`src/rtl/mc_ctrl.sv`:
```
// mc_ctrl: multicycle control FSM for a small MIPS subset (IF/ID/EXE/MEM/WB).
// Outputs decode the registered state plus the held instruction; rst blanks them all.
module mc_ctrl (
  input  logic       clk,
  input  logic       rst,
  input  logic [5:0] op,
  input  logic [5:0] funct,
  input  logic       zero,
  input  logic       overflow,
  output logic       pc_wr,
  output logic       ir_wr,
  output logic       reg_wr,
  output logic       mem_wr,
  output logic       mem_to_reg,
  output logic       reg_dst,
  output logic [2:0] alu_op,
  output logic       alu_addi,
  output logic       alu_slt,
  output logic       alu_src_a,
  output logic [1:0] alu_src_b,
  output logic [1:0] pc_src,
  output logic [2:0] state,
  output logic       illegal
);

  typedef enum logic [2:0] {
    ST_IF  = 3'd0,
    ST_ID  = 3'd1,
    ST_EXE = 3'd2,
    ST_MEM = 3'd3,
    ST_WB  = 3'd4
  } state_t;

  localparam logic [5:0] OP_RTYPE = 6'h00;
  localparam logic [5:0] OP_J     = 6'h02;
  localparam logic [5:0] OP_BEQ   = 6'h04;
  localparam logic [5:0] OP_ADDI  = 6'h08;
  localparam logic [5:0] OP_ORI   = 6'h0D;
  localparam logic [5:0] OP_LW    = 6'h23;
  localparam logic [5:0] OP_SW    = 6'h2B;
  localparam logic [5:0] FN_ADDU  = 6'h21;
  localparam logic [5:0] FN_SUBU  = 6'h23;
  localparam logic [5:0] FN_OR    = 6'h25;
  localparam logic [5:0] FN_SLT   = 6'h2A;

  state_t state_q;
  logic   ovf_q;
  logic   is_r, is_addu, is_subu, is_or, is_slt;
  logic   is_addi, is_ori, is_lw, is_sw, is_beq, is_j, is_supported;

  always_comb begin
    is_r         = (op == OP_RTYPE);
    is_addu      = is_r && (funct == FN_ADDU);
    is_subu      = is_r && (funct == FN_SUBU);
    is_or        = is_r && (funct == FN_OR);
    is_slt       = is_r && (funct == FN_SLT);
    is_addi      = (op == OP_ADDI);
    is_ori       = (op == OP_ORI);
    is_lw        = (op == OP_LW);
    is_sw        = (op == OP_SW);
    is_beq       = (op == OP_BEQ);
    is_j         = (op == OP_J);
    is_supported = is_addu | is_subu | is_or | is_slt | is_addi |
                   is_ori | is_lw | is_sw | is_beq;
  end

  // ovf_q is only ever nonzero in WB, so defaulting it to 0 doubles as the IF-entry clear
  always_ff @(posedge clk) begin
    if (rst) begin
      state_q <= ST_IF;
      ovf_q   <= 1'b0;
    end else begin
      state_q <= ST_IF;
      ovf_q   <= 1'b0;
      case (state_q)
        ST_IF:  state_q <= ST_ID;
        ST_ID:  if (is_supported) state_q <= ST_EXE;
        ST_EXE: begin
          if (is_lw || is_sw) begin
            state_q <= ST_MEM;
          end else if (is_supported && !is_beq) begin
            state_q <= ST_WB;
            ovf_q   <= overflow;
          end
        end
        ST_MEM: if (is_lw) state_q <= ST_WB;
        default: ;
      endcase
    end
  end

  always_comb begin
    pc_wr      = 1'b0;
    ir_wr      = 1'b0;
    reg_wr     = 1'b0;
    mem_wr     = 1'b0;
    mem_to_reg = 1'b0;
    reg_dst    = 1'b0;
    alu_op     = 3'd0;
    alu_addi   = 1'b0;
    alu_slt    = 1'b0;
    alu_src_a  = 1'b0;
    alu_src_b  = 2'd0;
    pc_src     = 2'd0;
    state      = 3'd0;
    illegal    = 1'b0;
    if (!rst) begin
      state = state_q;
      case (state_q)
        ST_IF: begin
          pc_wr     = 1'b1;
          ir_wr     = 1'b1;
          alu_src_b = 2'd1;
        end
        ST_ID: begin
          alu_src_b = 2'd2;
          if (is_j) begin
            pc_wr  = 1'b1;
            pc_src = 2'd2;
          end else if (!is_supported) begin
            illegal = 1'b1;
          end
        end
        ST_EXE: begin
          alu_src_a = 1'b1;
          alu_slt   = is_slt;
          alu_addi  = is_addi;
          if (is_subu || is_slt || is_beq) alu_op = 3'd1;
          else if (is_or || is_ori)        alu_op = 3'd2;
          if (is_addi || is_lw || is_sw) alu_src_b = 2'd2;
          else if (is_ori)               alu_src_b = 2'd3;
          // beq commits the branch in this same cycle from the live zero flag
          if (is_beq) begin
            pc_src = 2'd1;
            pc_wr  = zero;
          end
        end
        ST_MEM: mem_wr = is_sw;
        ST_WB: begin
          reg_wr     = !(is_addi && ovf_q);
          mem_to_reg = is_lw;
          reg_dst    = is_r;
        end
        default: ;
      endcase
    end
  end

endmodule

```
`config.mk`:
```
export PLATFORM = sky130hd
export DESIGN_NAME = mc_ctrl
export DESIGN_NICKNAME = d
export VERILOG_FILES = /design/src/rtl/mc_ctrl.sv
export SDC_FILE = /design/constraint.sdc
export NUM_CORES = 1
export LEC_CHECK = 0
export ABC_AREA = 1
export BUFFER_PORTS_ARGS = -buffer_cell sky130_fd_sc_hd__buf_2
export CAP_MARGIN = 20
export CORE_AREA = 2 2 40 42
export CTS_CLUSTER_SIZE = 24
export DETAILED_ROUTE_END_ITERATION = 8
export DIE_AREA = 0 0 42 44
export PLACE_DENSITY_LB_ADDON = 0.05
export SETUP_SLACK_MARGIN = 0.15
export SYNTH_ARGS = -nofsm -noshare
export SYNTH_HDL_FRONTEND = slang
export SYNTH_SLANG_ARGS = --single-unit
```
`constraint.sdc`:
```
create_clock -name clk -period 1.04 [get_ports clk]
set_input_delay 0.104 -clock clk [delete_from_list [all_inputs] [get_ports clk]]
set_output_delay 0.104 -clock clk [all_outputs]
set_load 0.1 [all_outputs]
```
==> results of run 1 <==
kinds of logic after synthesis:
kind of cell           after synthesis  share of synthesized area, %
and+or+nand+nor                     67                         58.20
DFF                                  4                         14.78
AOI/OAI and AO/OA                   10                         11.09
buffers and inverters               21                         15.24
other                                1                        0.6922
through the flow:
stage,instances,area [um^2],setup WS [ns],hold slack [ns],setup TNS (ns)
after global placement,179,1410,-0.2364,0.3359,-2.978
after floorplan,103,724.4,-1.458,0.2318,-12.38
==> parameters.txt, run 1 <==
Parameter                              Value

Outcome
  Status    aborted with a tool error
  Stage where the run ended    3_5_place_dp
  First Err    [ERROR DPL-0033] detailed placement checks failed during check placement.

Synthesis
  Cells taking the most area after synthesis    sky130_fd_sc_hd__nor2_1 (17%), sky130_fd_sc_hd__dfxtp_1 (15%), sky130_fd_sc_hd__inv_1 (12%)
  Count of flip-flops with a built-in enable after synthesis    0
  Sequential element share of the synthesized area    between 10 and 15%
  Post-synth top area cell    sky130_fd_sc_hd__nor2_1
  Count of cell types in the netlist    21
  Library cell with the highest instance count after synthesis    sky130_fd_sc_hd__nor2_1
  Most frequent cells after synthesis    sky130_fd_sc_hd__nor2_1 (25), sky130_fd_sc_hd__inv_1 (18), sky130_fd_sc_hd__nand2_1 (16)
  Post-Synthesis Cells    103
  Dominant register cell in the synthesized netlist    sky130_fd_sc_hd__dfxtp_1
  Area of the mapped netlist    541.8 um^2
  Yosys top cell area share    17.32%
  Average cell area after synthesis    5.260 um^2
  Net Count, Synth    about 120
  Async set-reset flop share out of synthesis    0%
  Yosys warns    0
  Seq cells post-synth    4

Placement
  Routability Congestion    0.8130
  Placed wire-length estimate    3511 um
  Buffers added on ports    34

Die
  Initial Utilization    around two fifths
  Site row count    14
  Top-Level Pins    36
  DIE HEIGHT    44 um
  Die extent in x    roughly 42 um
==> inputs of run 2 (changes only) <==
- CORE_AREA: 2 2 40 42 -> 2 2 63 65
- CTS_CLUSTER_SIZE: 24 -> not set
- DIE_AREA: 0 0 42 44 -> 0 0 65 67
- PLACE_DENSITY_LB_ADDON: 0.05 -> 0.15
- SETUP_SLACK_MARGIN: 0.15 -> not set
==> run 2 against run 1 <==
  * The flow now finishes, with violations (negative setup slack)
  * Synthesized cell count unchanged
  * Synthesized area is the same
==> parameters.txt, run 2 <==
Parameter                              Value

Outcome
  Status    finished, violations left
  Violated checks    negative setup slack

Setup path
  Slowest library cell on the worst path    sky130_fd_sc_hd__dfxtp_2
  Required arrival time at the worst endpoint    around 0.94 ns
  Critical path type    flop to output port
  Crit end category    output port
  Maximum fanout encountered on the critical timing path    6
  Number of buffers and inverters on the critical path    4
  Maximum single-stage delay on the critical path    0.32 ns
  Worst endpoint data arrival time    1.47 ns
  Critical path startpoint category    flop
  Ordered list of cells on the worst path    inv_2 -> nand3_4 -> nor2_4 -> inv_1 -> buf_4 -> a21oi_2 -> buf_12
  Largest delay share family, worst path    buffers and inverters

Timing
  Number of failing hold endpoints at the final stage    0
  Setup repair after global routing missed its margin    yes
  Worst Hold Margin    0.1175 ns
  Final critical-path share of the clock period    151.2%
  Count of pins over their slew limit    0
  Number of setup violations in the final report    21
  Setup TNS    -7.949 ns
  Largest clock skew in the final design    0.001354 ns
  Post-layout minimum cycle time    1.573 ns
  Maximum operating frequency    0.6359 GHz
  Worst setup margin    -0.5326 ns

Final layout
  Reg with most FFs    state_q
  Antenna diode count    0
  Number of filler instances in the final layout    346
  Synth-to-Final Area Change    222.6%
  Commonest cells after routing, fill and taps aside    sky130_fd_sc_hd__buf_4 (29), sky130_fd_sc_hd__buf_12 (19), sky130_fd_sc_hd__buf_2 (15), sky130_fd_sc_hd__buf_6 (15), sky130_fd_sc_hd__nor2_4 (14)
  Flip-flop count of the largest register, all copies and words added    3
  Registers with the most flip-flops    state_q x3, ovf_q x1
  Leading cell type in the layout, fill and taps excluded    sky130_fd_sc_hd__buf_4
  Post-layout instance area    0.001748 mm^2
  Layout cells sized above 1    76.37%
  Final nets    200

Synthesis
  Dominant register cell in the synthesized netlist    sky130_fd_sc_hd__dfxtp_1
  Sequential element share of the synthesized area    14.78% (unchanged)
  Count of flip-flops with a built-in enable after synthesis    0 (unchanged)
  Library cell with the highest instance count after synthesis    sky130_fd_sc_hd__nor2_1
  Average cell area after synthesis    5.260 um^2 (unchanged)
  Area of the mapped netlist    541.8 um^2 (unchanged)
  Most frequent cells after synthesis    sky130_fd_sc_hd__nor2_1 (25), sky130_fd_sc_hd__inv_1 (18), sky130_fd_sc_hd__nand2_1 (16)
  Post-Synthesis Cells    103 (unchanged)
  Yosys warns    0 (unchanged)
  Net Count, Synth    119 (unchanged)
  Count of cell types in the netlist    21 (unchanged)
  Seq cells post-synth    4 (unchanged)
  Yosys top cell area share    17.32% (unchanged)
  Async set-reset flop share out of synthesis    0% (unchanged)
  Post-synth top area cell    sky130_fd_sc_hd__nor2_1
  Cells taking the most area after synthesis    sky130_fd_sc_hd__nor2_1 (17%), sky130_fd_sc_hd__dfxtp_1 (15%), sky130_fd_sc_hd__inv_1 (12%)

Placement
  Buffers added on ports    34 (unchanged)
  Routability Congestion    0.7693 (-5.4%)
  Placed wire-length estimate    1894 um (-46%)
  Post-detailed-placement cell area    roughly 0.0014 mm^2

Flow run
  Maximum capacitance violations    0

Power and ir drop
  Pleak    0.7689 nW
  IR drop worst, VDD    297.2 uV
  Pwr dens    569.7 mW/mm^2

Clock tree
  Master cell of the clock root buffer    sky130_fd_sc_hd__clkbuf_8
  Max Root-Sink Buffers    2
  Sink count of the clock tree    4
  # H-tree levels    1
  Number of buffers created by CTS    3
  Clock latency on the worst-skew pair    0.22 ns
  Clock transition at path regs    0.03 ns
  TritonCTS clock tree    done

Route
  Wirelength, routed    2543 um
  Residual DRC    0
  Avg WL per Cell    ~11 um
  Detail-routed via count per cell    4.165
  Detailed Routing Iterations Pass 1    4
  Via count of the routed design    958
  Drt first-iter violations    30
  Remaining antenna violation count after routing    0

Die
  Die extent in x    65 um (+55%)
  Area enclosed by the die boundary    0.004355 mm^2
  DIE HEIGHT    67 um (+52%)
  Site row count    22 (+8)
  Total core area    ~0.0036 mm^2
  Initial Utilization    15.02% (-23 points)
  Top-Level Pins    36 (unchanged)

Global route
  Met3 global-route usage    2.365%
  Global routing usage on met2    22.68%
  Met1 demand-to-capacity share in global routing    13.28%
  Largest net degree at the start of global routing    7
  Number of antenna violations at the first check in global routing    0
  Vias in the first global route    just over 900
  First-pass GRT wire length    4057 um
  Remaining Overflow, GRT    0
  Total GRT Usage    12.35%
  Most heavily used metal layer in global routing    met2

Hold path
  Worst min path class    input pin to flop
## run 2: cells by family after synthesis
kind of cell | synth area share (%)
other cells | 0.6922
buf+inv | 15.24
simple gates | 58.20
compound gates | 11.09
flops | 14.78
## run 2: timing repair
item / 4_1_cts / 5_1_grt
pin swaps: 11 / 15
buffers inserted: 10 / 8
endpoints found under the hold margin: 0 / 0
resized for setup: 30 / 24
endpoints found under the setup margin: 22 / 23
hold buffers: 0 / 0
## run 2: routing by layer
metal | part of all wire [%] | up-vias | wire length, um
li1 | - | 487 | -
met1 | 38 | 438 | 971
met2 | 54 | 25 | 1376
met3 | 5.5 | 8 | 141
met4 | 2.1 | 0 | 53
met5 | 0 | - | 0
## run 2: area by class of cell
cell class                      instances  area, um^2  area share (%)
Multi-Input combinational cell         78       636.9           36.44
Timing Repair Buffer                   78       842.1           48.17
Inverter                               19       81.33           4.653
Clock buffer                            3       41.29           2.362
Sequential cell                         4       86.33           4.939
Tap cell                               48       60.06           3.436
## run 2: final timing paths
check | startpoint | to | slack (ns) | cells past startpoint
worst max-delay path | state_q[0] | alu_op[0] | -0.53 | 7
worst min-delay path | overflow | ovf_q | 0.12 | 3
worst max register to register | state_q[0] | state_q[2] | -0.13 | 9
worst min register to register | state_q[0] | state_q[0] | 0.77 | 5
## run 2: worst reg2reg max path, stage by stage, from the launching register on
cell                      delay (ns)
sky130_fd_sc_hd__dfxtp_2        0.32
sky130_fd_sc_hd__inv_2          0.08
sky130_fd_sc_hd__nand3_4        0.07
sky130_fd_sc_hd__buf_4          0.14
sky130_fd_sc_hd__inv_2          0.04
sky130_fd_sc_hd__buf_4          0.10
sky130_fd_sc_hd__nand2_1        0.05
sky130_fd_sc_hd__nor2_2         0.10
sky130_fd_sc_hd__nand2_2        0.07
sky130_fd_sc_hd__a21oi_2        0.12
## run 2: per-stage QoR
step / util [%] / instances / setup WS [ns] / power, mW
3_5_place_dp: 39.42 / 213 / -0.3126 / 0.5946
6_report: 48.47 / 230 / -0.5326 / 0.9958
5_1_grt: 48.47 / 230 / -0.6056 / 1.042
2_1_floorplan: - / 103 / -1.458 / 0.4094
3_3_place_gp: 39.42 / 213 / -0.2898 / 0.5903
4_1_cts: 45.18 / 225 / -0.5311 / 0.9758
## run 2: power by group
group,total (mW),internal (mW),switching (mW)
combinational,0.500,0.197,0.302
clock,0.336,0.247,0.0883
sequential,0.160,0.157,0.00365
Power figures use the tool's default switching activity.
